<file path="src/rtl/truth_table_sweeper_if.sv">
// truth_table_sweeper_if: start/result bus plus DUT drive/sense lines; master drives start/expected/f_in, slave is the sweeper
interface truth_table_sweeper_if #(parameter int N_IN = 4);
  localparam int NV = 1 << N_IN;
  logic start;
  logic [NV-1:0] expected;
  logic f_in;
  logic [N_IN-1:0] vec_out;
  logic busy;
  logic done;
  logic [NV-1:0] table_out;
  logic [N_IN:0] mismatch_cnt;
  logic [N_IN-1:0] first_bad;
  logic first_bad_valid;
  logic match;
  modport master(output start, expected, f_in,
                 input vec_out, busy, done, table_out, mismatch_cnt, first_bad, first_bad_valid, match);
  modport slave(input start, expected, f_in,
                output vec_out, busy, done, table_out, mismatch_cnt, first_bad, first_bad_valid, match);
endinterface

</file>
<file path="src/rtl/truth_table_sweeper.sv">
// truth_table_sweeper: sweeps vec_out over all 2^N_IN inputs, samples f_in after SETTLE_CYC cycles and scores it against expected (ports: clk, rst, bus slave)
module truth_table_sweeper #(
  parameter int N_IN = 4,
  parameter int SETTLE_CYC = 1
) (
  input logic clk,
  input logic rst,
  truth_table_sweeper_if.slave bus
);
  localparam int NV = 1 << N_IN;
  localparam int WW = SETTLE_CYC > 1 ? $clog2(SETTLE_CYC) : 1;
  typedef enum logic [1:0] {IDLE, WAIT, SAMPLE, FINISH} state_t;
  state_t state, nxt;
  logic [N_IN-1:0] idx;
  logic [WW-1:0] wcnt;
  logic [NV-1:0] exp_q;
  logic last, settled, bad;
  assign last = idx == N_IN'(NV - 1);
  assign settled = wcnt == WW'(SETTLE_CYC - 1);
  assign bad = bus.f_in != exp_q[idx];
  assign bus.vec_out = idx;
  always_ff @(posedge clk)
    if (rst) state <= IDLE;
    else state <= nxt;
  always_comb begin
    nxt = state == IDLE   ? (bus.start ? WAIT : IDLE) :
          state == WAIT   ? (settled ? SAMPLE : WAIT) :
          state == SAMPLE ? (last ? FINISH : WAIT) : IDLE;
  end
  always_comb begin
    bus.done = state == FINISH;
  end
  always_ff @(posedge clk)
    if (rst) begin
      idx <= '0;
      wcnt <= '0;
      exp_q <= '0;
      bus.busy <= 1'b0;
      bus.table_out <= '0;
      bus.mismatch_cnt <= '0;
      bus.first_bad <= '0;
      bus.first_bad_valid <= 1'b0;
      bus.match <= 1'b0;
    end else
      case (state)
        IDLE:
          if (bus.start) begin
            idx <= '0;
            wcnt <= '0;
            exp_q <= bus.expected;
            bus.busy <= 1'b1;
            bus.table_out <= '0;
            bus.mismatch_cnt <= '0;
            bus.first_bad <= '0;
            bus.first_bad_valid <= 1'b0;
            bus.match <= 1'b0;
          end
        WAIT: wcnt <= wcnt + 1'b1;
        SAMPLE: begin
          bus.table_out[idx] <= bus.f_in;
          if (bad) bus.mismatch_cnt <= bus.mismatch_cnt + 1'b1;
          if (bad && !bus.first_bad_valid) begin
            bus.first_bad <= idx;
            bus.first_bad_valid <= 1'b1;
          end
          if (!last) begin
            idx <= idx + 1'b1;
            wcnt <= '0;
          end
        end
        FINISH: begin
          bus.busy <= 1'b0;
          bus.match <= bus.mismatch_cnt == '0;
        end
      endcase
endmodule

</file>
<file path="src/flat_wrapper.sv">
// flat-port wrapper written by rule: the top's interface ports become plain ports
module truth_table_sweeper_flat 
#(
  parameter int N_IN = 4,
  parameter int SETTLE_CYC = 1
)
  (clk, rst, bus_start, bus_expected, bus_f_in, bus_vec_out, bus_busy, bus_done, bus_table_out, bus_mismatch_cnt, bus_first_bad, bus_first_bad_valid, bus_match);
  truth_table_sweeper_if #(.N_IN(N_IN)) bus_i ();
  input logic clk;
  input logic rst;
  input wire logic [$bits(bus_i.start)-1:0] bus_start;
  input wire logic [$bits(bus_i.expected)-1:0] bus_expected;
  input wire logic [$bits(bus_i.f_in)-1:0] bus_f_in;
  output wire logic [$bits(bus_i.vec_out)-1:0] bus_vec_out;
  output wire logic [$bits(bus_i.busy)-1:0] bus_busy;
  output wire logic [$bits(bus_i.done)-1:0] bus_done;
  output wire logic [$bits(bus_i.table_out)-1:0] bus_table_out;
  output wire logic [$bits(bus_i.mismatch_cnt)-1:0] bus_mismatch_cnt;
  output wire logic [$bits(bus_i.first_bad)-1:0] bus_first_bad;
  output wire logic [$bits(bus_i.first_bad_valid)-1:0] bus_first_bad_valid;
  output wire logic [$bits(bus_i.match)-1:0] bus_match;
  assign bus_i.start = bus_start;
  assign bus_i.expected = bus_expected;
  assign bus_i.f_in = bus_f_in;
  assign bus_vec_out = bus_i.vec_out;
  assign bus_busy = bus_i.busy;
  assign bus_done = bus_i.done;
  assign bus_table_out = bus_i.table_out;
  assign bus_mismatch_cnt = bus_i.mismatch_cnt;
  assign bus_first_bad = bus_i.first_bad;
  assign bus_first_bad_valid = bus_i.first_bad_valid;
  assign bus_match = bus_i.match;
  truth_table_sweeper #(.N_IN(N_IN), .SETTLE_CYC(SETTLE_CYC)) u_core (.clk(clk), .rst(rst), .bus(bus_i));
endmodule
</file>
<file path="config.mk">
export PLATFORM = sky130hd
export DESIGN_NAME = truth_table_sweeper_flat
export DESIGN_NICKNAME = d
export VERILOG_FILES = /design/src/rtl/truth_table_sweeper_if.sv /design/src/rtl/truth_table_sweeper.sv /design/src/flat_wrapper.sv
export SDC_FILE = /design/constraint.sdc
export NUM_CORES = 1
export LEC_CHECK = 0
export BUFFER_PORTS_ARGS = -buffer_cell sky130_fd_sc_hd__buf_2
export CAP_MARGIN = 20
export CORE_ASPECT_RATIO = 1.1
export CORE_MARGIN = 1.5
export CORE_UTILIZATION = 35
export DETAILED_ROUTE_END_ITERATION = 8
export GPL_TIMING_DRIVEN = 0
export SLEW_MARGIN = 20
export SYNTH_ARGS = -nofsm -noshare
export SYNTH_HDL_FRONTEND = slang
export SYNTH_SLANG_ARGS = --single-unit
export TNS_END_PERCENT = 50
</file>
<file path="constraint.sdc">
create_clock -name clk -period 2.93 [get_ports clk]
set_input_delay 0.1465 -clock clk [delete_from_list [all_inputs] [get_ports clk]]
set_output_delay 0.1465 -clock clk [all_outputs]
set_load 0.02 [all_outputs]
</file>
==> impl_metrics.py, run 1 <==
metrics = {
    "clocking": {
        "cts-buffers-inserted": 5,
        "clockBufferDepth": 2,
        "htreeDepth": 2,
        "postCtsSetupBuffers": 0,
        "path_clk_slew_ns": 0.09,
        "cts_resized": 0,
        "postCtsHoldBufs": 0,
        "cts_tree": "done",
        "cts_root_buf": "clkbuf_8",
        "clock-sinks": 51,
        "clock_latency_ns": 0.31,
    },
    "grt": {
        "grt_pass1_wl_um": 10300,
        "overflow": 0,
        "grtUsageTotal_pct": 18.0,
        "first_global_vias": 2020,
        "grt_max_degree": 16,
        "antenna_found_initial": 0,
    },
    "finish": {
        "syn_to_final_growth_pct": 20.7,
        "drive_gt1_share_pct": 20.6,
        "diodes": 0,
        "layout.nets": 365,
    },
    "setup_path": {
        "arrival_ns": 2.55,
        "crit_required_ns": 3.18,
        "crit_chain": "buf_6, mux2i_1, mux4_2, mux2_4, or4b_4, o21ai_2",
        "slowest_delay_ns": 0.51,
        "worstSetupEndpointType": "flop",
        "crit_start": "u_core.bus.vec_out[1]",
        "cp_slowest_cell": "dfxtp_1",
        "startpoint_type": "flop",
        "cp_max_fo": 10,
        "path_class": "reg2reg",
        "timing.reg2reg.setup_slack_ns": 0.62,
        "timing.rr.start": "u_core.bus.vec_out[1]",
        "endpoint": "u_core.bus.first_bad[3]",
        "worst_r2r_endpoint": "u_core.bus.first_bad[3]",
        "r2r_cells": 6,
    },
    "route": {
        "vias_per_cell": 5.31,
        "wirelength_um": 6170,
        "vias": 2240,
        "dr.pass1.iters": 5,
        "drc": 0,
        "routedWlPerCell_um": 14.6,
        "antenna_left": 0,
        "drtIter0Drc": 239,
    },
    "floorplanning": {
        "ios": 53,
        "initial_core_util_pct": 36.3,
        "fp.dieH_um": 89.8,
        "die_w_um": 81.9,
        "dieArea_um2": 7350,
        "core_um2": 6590,
        "fp-row-count": 31,
    },
    "logic_synthesis": {
        "synthCells": 280,
        "ys_ff_latch": 51,
        "synth_flop_cell": "dfxtp_1",
        "seq_area_frac_synth_pct": 42.6,
        "synth_warnings": 0,
        "synth_edf_count": 0,
        "syn_avg_cell_area_um2": 8.56,
        "synth-async-reset-ratio_pct": 0,
        "synth_fp_nets": 306,
        "ys_types": 37,
        "synth_area_um2": 2400,
    },
    "power_and_ir_drop": {
        "p_per_area_nw_per_um2": 499,
        "ir_worst_vdd_v": 0.000314,
        "leakage_nw": 1.08,
    },
    "worst_hold_path": {
        "hold_depth": 3,
        "min_path_type": "in2reg",
    },
    "timing": {
        "rsz0062_at_grt": "no",
        "period_share_pct": 78.7,
        "post-route-min-period_ns": 2.31,
        "slew_headroom_pct": 63.0,
        "skew_ns": 0.00985,
        "finalSetupViolCount": 0,
        "fmax_mhz": 434,
        "final-hold-violation-count": 0,
        "setup_tns_ns": 0,
        "drv_slew": 0,
        "worst_slack_ns": 0.624,
        "worstMarginPinSlew_ns": 0.555,
    },
    "placed_design": {
        "portBuffers": 52,
        "gp_congestion": 0.832,
        "dp_hpwl_um": 4370,
        "pre_cts_ws_ns": 0.625,
    },
    "flow_run": {
        "cap_violations": 0,
    },
    "run_status": {
        "status": "finished clean",
    },
}
## registers in the layout, indices dropped and copies added, names as in the netlist, 2 cells and up
name and flops:
u_core.bus.first_bad 4, u_core.bus.mismatch_cnt 5, u_core.bus.table_out 16, u_core.bus.vec_out 4, u_core.exp_q 16, u_core.state 2
## worst min path at each step
stage / from / end / slack [ns]
6_report: bus_expected[9] / u_core.exp_q[9] / 0.07
5_1_grt: bus_expected[4] / u_core.exp_q[4] / 0.07
4_1_cts: bus_expected[9] / u_core.exp_q[9] / 0.07
3_3_place_gp: bus_expected[12] / u_core.exp_q[12] / 0.39
3_5_place_dp: bus_expected[5] / u_core.exp_q[5] / 0.39
2_1_floorplan: bus_expected[0] / u_core.exp_q[0] / 0.28
## report_power, final
part,total [W],switching [W],internal [W]
clock,0.000577,0.000236,0.000341
combinational,0.000138,0.0000886,0.0000491
sequential,0.000728,0.0000145,0.000713
## area by class of cell
class / count / area (um^2)
Buffer: 22 / 90.1
Clock buffer: 6 / 72.6
Clock inverter: 2 / 60.1
Fill cell: 696 / 3700
Inverter: 5 / 18.8
Multi-Input combinational cell: 202 / 1270
Sequential cell: 51 / 1020
Tap cell: 82 / 103
Timing Repair Buffer: 52 / 260
## kinds of logic after synthesis
logic type	share of synthesized area [%]
compound gates	16.9
xor+xnor	0.731
fa+ha+maj	3.13
buf+inv	4.54
flops	42.6
mux	9.35
simple gates	22.8
## layer usage
layer  part of all wire (%)  track usage [%]  vias to the layer above  routed length [um]
met4                    1.7             4.38                        0                 102
met2                     46             27.3                       92                2860
li1                       -                -                     1109                   -
met3                    6.8             3.86                       10                 420
met5                      0                0                        -                   0
met1                     45             25.7                     1029                2790
## worst max-delay path, delay by kind of cell (launching register included)
family,cells,cell delay [ns]
and+or+nand+nor,1,0.50
AOI/OAI and AO/OA,1,0.06
buffers and inverters,1,0.22
DFF,1,0.51
muxes,3,0.96
## Yosys cell counts (all sizes together), types with 4 or more instances
library cell  number  area (um^2)
o311ai             4         35.0
o211ai            12         90.1
a21oi             44          231
inv                5         18.8
nand2             51          191
nand3              9         45.0
ha                 6         75.1
buf                4         22.5
nand4             18          113
clkbuf            18         67.6
mux2i             16          164
nand2b             6         37.5
dfxtp             51         1020
nor2               5         18.8
## metrics by stage
stage	utilization, %	instances	area [um^2]	hold slack [ns]	power, W
floorplan	-	280	2400	0.282	0.000832
detailed placement	41.8	414	2760	0.394	0.000882
CTS	43.9	422	2890	0.0679	0.00145
global placement	41.8	414	2760	0.389	0.000879
global route	43.9	422	2890	0.0692	0.00150
finish	43.9	422	2890	0.0664	0.00144
## cells in the final DEF, fill, tap and decap left out, types with 2 or more instances in the layout
cell type / n
buf_2: 52
o211ai_1: 12
a21oi_1: 43
buf_1: 3
bufinv_16: 2
o311ai_0: 4
mux4_2: 2
nand2b_1: 6
or3_1: 3
inv_1: 5
nand3_1: 9
clkbuf_1: 19
nand4_1: 18
xor2_1: 2
nor3_1: 3
dfxtp_1: 51
mux2i_1: 15
ha_1: 6
nor2_1: 5
and2_1: 2
nand2_1: 51
clkbuf_8: 5
nor2b_1: 3
nand3b_1: 3
Power figures use the tool's default switching activity.
==> inputs of run 2 (changes only) <==
clock period = 2 ns   (was 2.93 ns; I/O delays follow)
==> run 2 against run 1 <==
  * The flow now finishes with violations (setup timing)
  * Critical path type unchanged
  * Critical path depth did not move
  * Clock power grew 14%
  * Critical endpoint unchanged
  * Core utilization increased by 1.3 points
  * Fmax is 11% higher
==> impl_metrics.py, run 2 (synthesized netlist as in run 1, its figures left out) <==
metrics = {
    "power_and_ir_drop": {
        "p_comb_share_pct": 10.8,
        "p_per_area_nw_per_um2": 649,
        "p_sw_share_pct": 25.6,
        "power_frac_seq_pct": 55.1,
        "leakage_nw": 1.14,
        "p_int_w": 0.00144,
        "switchingPower_w": 0.000495,
        "ir_worst_vdd_v": 0.000337,
        "p_clk_share_pct": 34.1,
    },
    "setup_path": {
        "crit_chain": "buf_8, mux2i_1, mux4_2, mux2_4, or4b_4, o21ai_2",
        "path_class": "reg2reg",
        "r2r_cells": 6,
        "cp_slowest_cell": "or4b_4",
        "worst_r2r_endpoint": "u_core.bus.first_bad[3]",
        "cp_max_fo": 7,
        "arrival_ns": 2.34,
        "worstSetupEndpointType": "flop",
        "timing.reg2reg.setup_slack_ns": -0.09,
        "slowest_delay_ns": 0.50,
        "crit_required_ns": 2.25,
        "timing.rr.start": "u_core.bus.vec_out[1]",
        "startpoint_type": "flop",
    },
    "floorplanning": {
        "core_um2": 6590,
        "dieArea_um2": 7350,
        "fp.dieH_um": 89.8,
        "initial_core_util_pct": 36.3,
        "fp-row-count": 31,
        "die_w_um": 81.9,
        "ios": 53,
    },
    "finish": {
        "reg.largest.list": "u_core.bus.table_out (16), u_core.exp_q (16), u_core.bus.mismatch_cnt (5)",
        "fin_cells": 431,
        "diodes": 0,
        "mostFrequentLayoutCell": "buf_2",
        "fill_cells": 691,
        "syn_to_final_growth_pct": 24.3,
        "layout_common_cells": "54 x buf_2, 51 x nand2_1, 49 x dfxtp_1, 43 x a21oi_1, 18 x nand4_1",
        "drive_gt1_share_pct": 24.4,
        "layout.nets": 374,
    },
    "worst_hold_path": {
        "min_path_type": "in2reg",
        "hold_start": "bus_expected[0]",
        "hold_depth": 3,
        "min_to": "u_core.exp_q[0]",
    },
    "timing": {
        "slew_headroom_pct": 59.9,
        "drv_slew": 0,
        "worst_slack_ns": -0.0862,
        "rsz0062_at_grt": "yes",
        "final-hold-violation-count": 0,
        "finalSetupViolCount": 8,
        "post-route-min-period_ns": 2.09,
        "fin_hold_ws_ns": 0.0226,
        "fmax_mhz": 479,
        "skew_ns": 0.00686,
        "worstMarginPinSlew_ns": 0.602,
        "period_share_pct": 104,
    },
    "route": {
        "vias_per_cell": 5.25,
        "antenna_left": 0,
        "vias": 2263,
        "routedWlPerCell_um": 14.3,
        "wirelength_um": 6160,
        "drtIter0Drc": 299,
        "drc": 0,
        "dr.pass1.iters": 4,
    },
    "run_status": {
        "status": "complete, but fails checks",
        "violations": "setup timing",
    },
    "grt": {
        "grtUsageTotal_pct": 17.9,
        "first_global_vias": 2070,
        "grt_max_degree": 15,
        "antenna_found_initial": 0,
        "overflow": 0,
        "grt_pass1_wl_um": 10200,
    },
    "flow_run": {
        "cap_violations": 0,
    },
    "clocking": {
        "clock-sinks": 51,
        "cts_tree": "done",
        "cts-buffers-inserted": 5,
        "path_clk_slew_ns": 0.09,
        "clock_latency_ns": 0.31,
        "cts_root_buf": "clkbuf_8",
        "clockBufferDepth": 2,
        "htreeDepth": 2,
    },
    "placed_design": {
        "gp_congestion": 0.821,
        "portBuffers": 52,
        "dp.cells": 414,
        "pre_cts_ws_ns": -0.142,
        "dp_hpwl_um": 4380,
    },
}
==> run 2: cell types whose count changed in the layout (fill, tap and decap cells not counted), sizes merged <==
cell / before / now
clkbuf: 24 / 26
bufinv: 2 / 0
buf: 56 / 65
==> run 2: through the flow <==
stage	total power [W]	cell area, um^2	utilization (%)	TNS (ns)
finish	0.00193	2980	45.2	-0.428
global route	0.00201	2980	45.2	-1.07
CTS	0.00194	2960	45.0	-0.397
detailed placement	0.00129	2760	41.9	-1.04
global placement	0.00129	2760	41.9	-0.547
floorplan	0.00122	2400	-	-0.0522
==> run 2: worst max path at each step <==
stage | slack [ns] | from | endpoint | cells past startpoint
global route | -0.15 | u_core.bus.vec_out[1] | u_core.bus.first_bad[3] | 6
finish | -0.09 | u_core.bus.vec_out[1] | u_core.bus.first_bad[3] | 6
detailed placement | -0.14 | u_core.bus.vec_out[1] | u_core.bus.first_bad[3] | 6
floorplan | -0.05 | u_core.bus.vec_out[1] | u_core.bus.first_bad[3] | 6
CTS | -0.09 | u_core.bus.vec_out[1] | u_core.bus.first_bad[3] | 6
global placement | -0.13 | u_core.bus.vec_out[1] | u_core.bus.first_bad[3] | 6
==> run 2: what timing repair did <==
action / CTS / global route
setup buffers: 7 / 1
gates cloned: 1 / 0
resized for setup: 4 / 8
endpoints found under the setup margin: 21 / 26
pin swaps: 2 / 0
hold buffers: 0 / 0
==> run 2: worst max-delay path, delay by kind of cell (launching register included) <==
family                 cells  cell delay, ns
flip-flops                 1            0.38
multiplexers               3            0.97
buffers and inverters      1            0.13
AND/OR/NAND/NOR            1            0.50
AO/OA/AOI/OAI              1            0.06
==> run 2: layout make-up <==
type	count	area (um^2)	share of cell area, %
multi-input combinational	202	1280	43.0
sequential	51	1030	34.4
timing repair buffer	61	352	11.8
tap	82	103	3.44
clock buffer	8	100	3.36
buffer	22	98.8	3.32
inverter	5	18.8	0.630
==> run 2: power groups by stage <==
stage	registers, W	clock network [W]	logic (W)
after global placement	0.00109	0	0.000199
after floorplan	0.00109	0	0.000127
final	0.00107	0.000659	0.000208
after CTS	0.00107	0.000665	0.000207
after global routing	0.00107	0.000711	0.000233
after detailed placement	0.00109	0	0.000201
==> run 2: metal layers <==
metal / up-vias / global-route usage, % / wire (um)
li1: 1128 / - / -
met1: 1067 / 26.0 / 2890
met2: 60 / 26.8 / 2900
met3: 8 / 3.35 / 285
met4: 0 / 5.37 / 87
met5: - / 0 / 0
